`src/rtl/display_scanner.sv`:
```
// ---------------------------------------------------------------------------
// display_scanner
//   Drives a 4-digit seven-segment display one digit at a time. Each digit
//   owns a scan slot of SCAN_DIV clocks. The first BLANK_CYCLES clocks of
//   every slot keep all digits dark, so the previous pattern cannot ghost
//   onto the next digit. The pattern shown in a slot is latched at the slot
//   start and held until that digit comes round again.
//
//   Segment patterns are packed {A,B,C,D,E,F,G}. Digit order:
//   0 = sum low, 1 = sum high, 2 = prev low, 3 = prev high.
//
// Parameters
//   SCAN_DIV      clocks per digit slot (>= 2)
//   BLANK_CYCLES  dark clocks at the start of each slot (0..SCAN_DIV-1)
//   ACTIVE_LOW    1: An/Seg low = on (common anode), 0: high = on
//
// Ports
//   Clk         system clock, rising edge
//   Rst         asynchronous reset, active high
//   En          scan enable; low keeps the display dark and clears the scan
//   Seg0..Seg3  digit patterns, already in pad polarity
//   Seg         segment bus to the pads
//   An          digit enables, one-hot in the active polarity when lit
//   Digit_sel   index of the current slot
//   Frame_tick  one-cycle pulse on the last clock of slot 3
// ---------------------------------------------------------------------------
module display_scanner #(
    parameter int unsigned SCAN_DIV     = 50000,
    parameter int unsigned BLANK_CYCLES = 500,
    parameter bit          ACTIVE_LOW   = 1'b1
) (
    input  logic       Clk,
    input  logic       Rst,
    input  logic       En,
    input  logic [6:0] Seg0,
    input  logic [6:0] Seg1,
    input  logic [6:0] Seg2,
    input  logic [6:0] Seg3,
    output logic [6:0] Seg,
    output logic [3:0] An,
    output logic [1:0] Digit_sel,
    output logic       Frame_tick
);

    localparam int unsigned   CW       = (SCAN_DIV > 1) ? $clog2(SCAN_DIV) : 1;
    localparam logic [CW-1:0] CNT_LAST = CW'(SCAN_DIV - 1);
    localparam logic [3:0]    AN_OFF   = ACTIVE_LOW ? 4'hF : 4'h0;
    localparam logic [6:0]    SEG_OFF  = ACTIVE_LOW ? 7'h7F : 7'h00;

    logic [CW-1:0] cnt, cnt_next;
    logic [1:0]    dig, dig_next;
    logic [6:0]    seg_lat, seg_lat_next;
    logic          running, running_next;
    logic          in_blank;
    logic [3:0]    one_hot;
    logic [3:0]    an_next;
    logic [6:0]    seg_next;
    logic          frame_next;

    // Scan position and latched pattern for the coming cycle. 'running'
    // remembers whether the previous cycle was already scanning, so that the
    // first enabled cycle after reset or after En was low starts cleanly at
    // slot 0, count 0, and loads a fresh pattern for digit 0.
    always_comb begin
        cnt_next     = cnt;
        dig_next     = dig;
        seg_lat_next = seg_lat;
        running_next = running;

        if (!En) begin
            cnt_next     = '0;
            dig_next     = 2'd0;
            running_next = 1'b0;
        end else if (!running) begin
            cnt_next     = '0;
            dig_next     = 2'd0;
            running_next = 1'b1;
        end else if (cnt == CNT_LAST) begin
            cnt_next = '0;
            dig_next = dig + 2'd1;
        end else begin
            cnt_next = cnt + CW'(1);
        end

        // A new slot begins: freeze this digit's pattern for the whole slot.
        if (En && (cnt_next == '0)) begin
            case (dig_next)
                2'd0:    seg_lat_next = Seg0;
                2'd1:    seg_lat_next = Seg1;
                2'd2:    seg_lat_next = Seg2;
                default: seg_lat_next = Seg3;
            endcase
        end
    end

    // With no dead time the comparison would be constant, so it is only
    // built when a blank window actually exists.
    generate
        if (BLANK_CYCLES == 0) begin : g_no_blank
            assign in_blank = 1'b0;
        end else begin : g_blank
            assign in_blank = (32'(cnt_next) < BLANK_CYCLES);
        end
    endgenerate

    // Output values are derived from the next scan position, so once
    // registered they line up with cnt/dig in the same cycle.
    always_comb begin
        one_hot    = 4'b0001 << dig_next;
        an_next    = AN_OFF;
        seg_next   = SEG_OFF;
        frame_next = 1'b0;

        if (En) begin
            if (!in_blank) begin
                an_next  = ACTIVE_LOW ? ~one_hot : one_hot;
                seg_next = seg_lat_next;
            end
            frame_next = (dig_next == 2'd3) && (cnt_next == CNT_LAST);
        end
    end

    // State and output registers; reset darkens the display immediately.
    always_ff @(posedge Clk or posedge Rst) begin
        if (Rst) begin
            cnt        <= '0;
            dig        <= 2'd0;
            seg_lat    <= 7'd0;
            running    <= 1'b0;
            An         <= AN_OFF;
            Seg        <= SEG_OFF;
            Digit_sel  <= 2'd0;
            Frame_tick <= 1'b0;
        end else begin
            cnt        <= cnt_next;
            dig        <= dig_next;
            seg_lat    <= seg_lat_next;
            running    <= running_next;
            An         <= an_next;
            Seg        <= seg_next;
            Digit_sel  <= dig_next;
            Frame_tick <= frame_next;
        end
    end

endmodule

```
`config.mk`:
```
export PLATFORM = sky130hd
export DESIGN_NAME = display_scanner
export DESIGN_NICKNAME = d
export VERILOG_FILES = /design/src/rtl/display_scanner.sv
export SDC_FILE = /design/constraint.sdc
export NUM_CORES = 1
export LEC_CHECK = 0
export CELL_PAD_IN_SITES_DETAIL_PLACEMENT = 0
export CELL_PAD_IN_SITES_GLOBAL_PLACEMENT = 1
export CORE_UTILIZATION = 36
export DETAILED_ROUTE_END_ITERATION = 8
export GPL_TIMING_DRIVEN = 0
export PLACE_DENSITY = 0.82
export SLEW_MARGIN = 5
export SYNTH_ARGS = -nofsm -noshare
export SYNTH_HDL_FRONTEND = slang
export SYNTH_SLANG_ARGS = --single-unit
```
`constraint.sdc`:
```
create_clock -name Clk -period 2.53 [get_ports Clk]
set_clock_uncertainty 0.2 [all_clocks]
set_input_delay 0.6325 -clock Clk [delete_from_list [all_inputs] [get_ports Clk]]
set_output_delay 0.6325 -clock Clk [all_outputs]
set_load 0.05 [all_outputs]
```
==> impl_metrics.yaml <==
grt:
  grt_max_degree: 39
  antenna_found_initial: 0
  grtUsageTotal: 0.186
  grt_remaining_overflow: 0
  grt_first_pass_wirelength_um: 10200
  first_global_vias: 2044
die:
  pin_count: 45
  initial_core_util: 0.373
  die_y_um: 83.3
  rows: 29
  dieArea_mm2: 0.00695
  die_x_um: 83.3
  core_area_mm2: 0.00639
timing:
  max_freq_mhz: 393
  slew_headroom: 0.476
  finalHoldViolations: 0
  grt_setup_unrepaired: "yes"
  finalMaxSlewViolations: 0
  setup_ws_ns: -0.0113
  fin_crit_sh: 1.00
  tns_ns: -0.0435
  setup_viol: 7
  tightest_slew_ns: 0.785
  period_minus_slack_ns: 2.54
finish:
  layout.nets: 348
  final_cell_area_mm2: 0.00334
  syn_to_final_growth_pct: 40.1
  drive_gt1_frac: 0.281
  final_cells: 394
  fillers: 578
  n_antenna_cell: 0
  postLayoutCoreUtil: 0.523
detailed_routing:
  drcViolationCount: 0
  ant_nets: 0
  vias_per_cell: 5.26
  dr.pass1.iters: 4
  route.detailed.wl_per_inst_um: 15.8
  num_vias: 2073
  drtIter0Drc: 109
  drt_wl_total_um: 6240
cts:
  clk_path_buf_depth: 2
  clk_pin_slew_ns: 0.08
  cts-root-buf: "clkbuf_8"
  cts_num_sinks: 38
  hold_buffers: 0
  cts_buffers: 5
  htree_levels: 2
  clk_latency_ns: 0.29
  tritoncts: "built"
logic_synthesis:
  ys_ff_latch: 38
  syn_area_per_cell_um2: 9.34
  async_flop_share: 1.00
  syn_nets: 287
  netlist_area_mm2: 0.00238
  yosys-top-cells-area: "dfrtp_1 28%, dfstp_2 12%, nor2_1 6.8%"
  ys_warn_count: 0
  synth_top_area_share: 0.284
  synth_largest_area_cell: "dfrtp_1"
  synth_ff_type: "dfrtp_1"
  synthCells: 255
  synthDistinctLibCells: 51
  ys_seq_area_frac: 0.405
  synth_edf_count: 0
setup_path:
  max_stage_delay_ns: 0.42
  path_cells: "ha_4 > and3_4 > nand3_1 > xor2_2 > and4_1 > and3b_2 > o21ai_4 > mux2_4"
  path_buf_inv: 0
  worst_path_max_delay_cell: "dfrtp_2"
  worst_setup_path_end_kind: "register"
  worstPathArrival_ns: 2.52
  cp_max_fo: 8
  critPathLaunchType: "register"
  criticalPathCategory: "register to register"
  worstPathRequired_ns: 2.51
  crit_family: "simple AND/OR/NAND/NOR gates"
hold_path:
  hold_path.class: "register to register"
power_and_ir_drop:
  power_leakage_uw: 0.00132
  power_density_mw_per_mm2: 426
  ir_worst_vdd_v: 0.000321
placement:
  dp.cells: 376
  hpwl_um: 4120
  gp_congestion: 0.835
  port-buffer-count: 44
  place_area_mm2: 0.00294
outcome:
  failed_checks: "negative setup slack"
  status: "finished, violations left"
flow_run:
  maxCapViolCount: 0
-- worst register-to-register path, cell delays in order, from the launching register on --
cell     delay, ns
dfrtp_2       0.42
ha_4          0.22
and3_4        0.21
nand3_1       0.12
xor2_2        0.20
and4_1        0.19
and3b_2       0.21
o21ai_4       0.33
mux2_4        0.34
-- metrics by stage --
step           setup WS [ns]  hold slack, ns  power (µW)
6_report             -0.0113           0.263        1420
5_1_grt               -0.124           0.280        1490
4_1_cts              -0.0262           0.266        1430
3_5_place_dp          -0.561           0.248         792
3_3_place_gp          -0.488           0.254         788
2_1_floorplan        0.00356           0.235         718
-- cell type report --
type                    instances  area, µm²  area share
inverters                       5       23.8     0.00712
clock buffers                   5       68.8      0.0206
plain buffers                  15        106      0.0319
flip-flops and latches         38        972       0.291
repair buffers                 57        548       0.164
clock inverters                 3       68.8      0.0206
well taps                      77       96.3      0.0289
multi-input cells             194       1450       0.436
-- final timing paths --
kind,startpoint,to,slack [ns],cells after the start
hold / removal,seg_lat[3]$_DFF_PP0_,Seg[3]$_DFF_PP1_,0.26,1
max in group asynchronous,Rst,cnt[5]$_DFF_PP0_,0.97,2
hold reg to reg,seg_lat[3]$_DFF_PP0_,Seg[3]$_DFF_PP1_,0.26,1
min in group asynchronous,Rst,seg_lat[5]$_DFF_PP0_,0.61,2
setup reg to reg,cnt[0]$_DFF_PP0_,seg_lat[0]$_DFF_PP0_,-0.01,8
setup / recovery,cnt[0]$_DFF_PP0_,seg_lat[0]$_DFF_PP0_,-0.01,8
-- sequential cells by signal, summed over array words and instances (netlist names) --
register    cells
seg_lat         7
An              4
cnt            16
Frame_tick      1
Seg             7
dig             2
running         1
-- placed cells by master (no fill, tap or decap), drive strengths merged, types with 2 or more instances in the layout --
cell type      count
and2               2
nor3               9
nor2b              8
nand4b             2
nand2              8
a21oi              7
clkinv             2
buf               23
nand3              8
bufinv             2
and3b              2
mux2i              7
nand4              7
nor4               7
xor2               7
dfrtp             27
dfstp             11
or3                5
nor2              43
xnor2             11
clkdlybuf4s50     43
inv                4
and3               3
o21ai             18
clkbuf            10
a211oi             8
mux2               7
or2                8
nand2b             3
-- kinds of logic after synthesis --
family          synth area share
simple gates               0.303
compound gates            0.0987
flops                      0.405
buf+inv                   0.0488
xor+xnor                  0.0662
mux                       0.0735
fa+ha+maj                0.00525
-- cells in the mapped netlist, types with 3 or more instances --
| master | n |
|---|---|
| and3_1 | 3 |
| nor2_1 | 43 |
| xor2_1 | 7 |
| dfstp_2 | 11 |
| nor3_1 | 9 |
| nor4_1 | 4 |
| or3_1 | 5 |
| nor2b_1 | 8 |
| dfrtp_1 | 27 |
| nand4_1 | 5 |
| a211oi_1 | 8 |
| buf_4 | 3 |
| xnor2_1 | 11 |
| nand2_1 | 7 |
| or2_1 | 8 |
| inv_1 | 4 |
| mux2i_1 | 7 |
| a21oi_1 | 7 |
| o21ai_0 | 17 |
| mux2_4 | 7 |
| nand2b_1 | 3 |
| nand3_1 | 7 |
| clkbuf_1 | 5 |
| buf_2 | 8 |
-- timing repair --
action	in CTS	in global routing
endpoints found under the setup margin	18	18
setup buffers	7	8
endpoints found under the hold margin	0	0
resized for setup	20	25
pin swaps	10	12
-- power by group --
group          internal, µW  switching, µW
sequential              625           10.6
clock                   395            230
combinational          90.5           70.6
total                  1110            311
-- metal layers --
layer  global-route usage  vias up  wire [µm]
li1                     -     1011          -
met1                0.261     1004       2900
met2                0.281       45       2990
met3               0.0338       13        217
met4               0.0768        0        132
met5                    0        -          0
(Power assumes the default switching activity.)
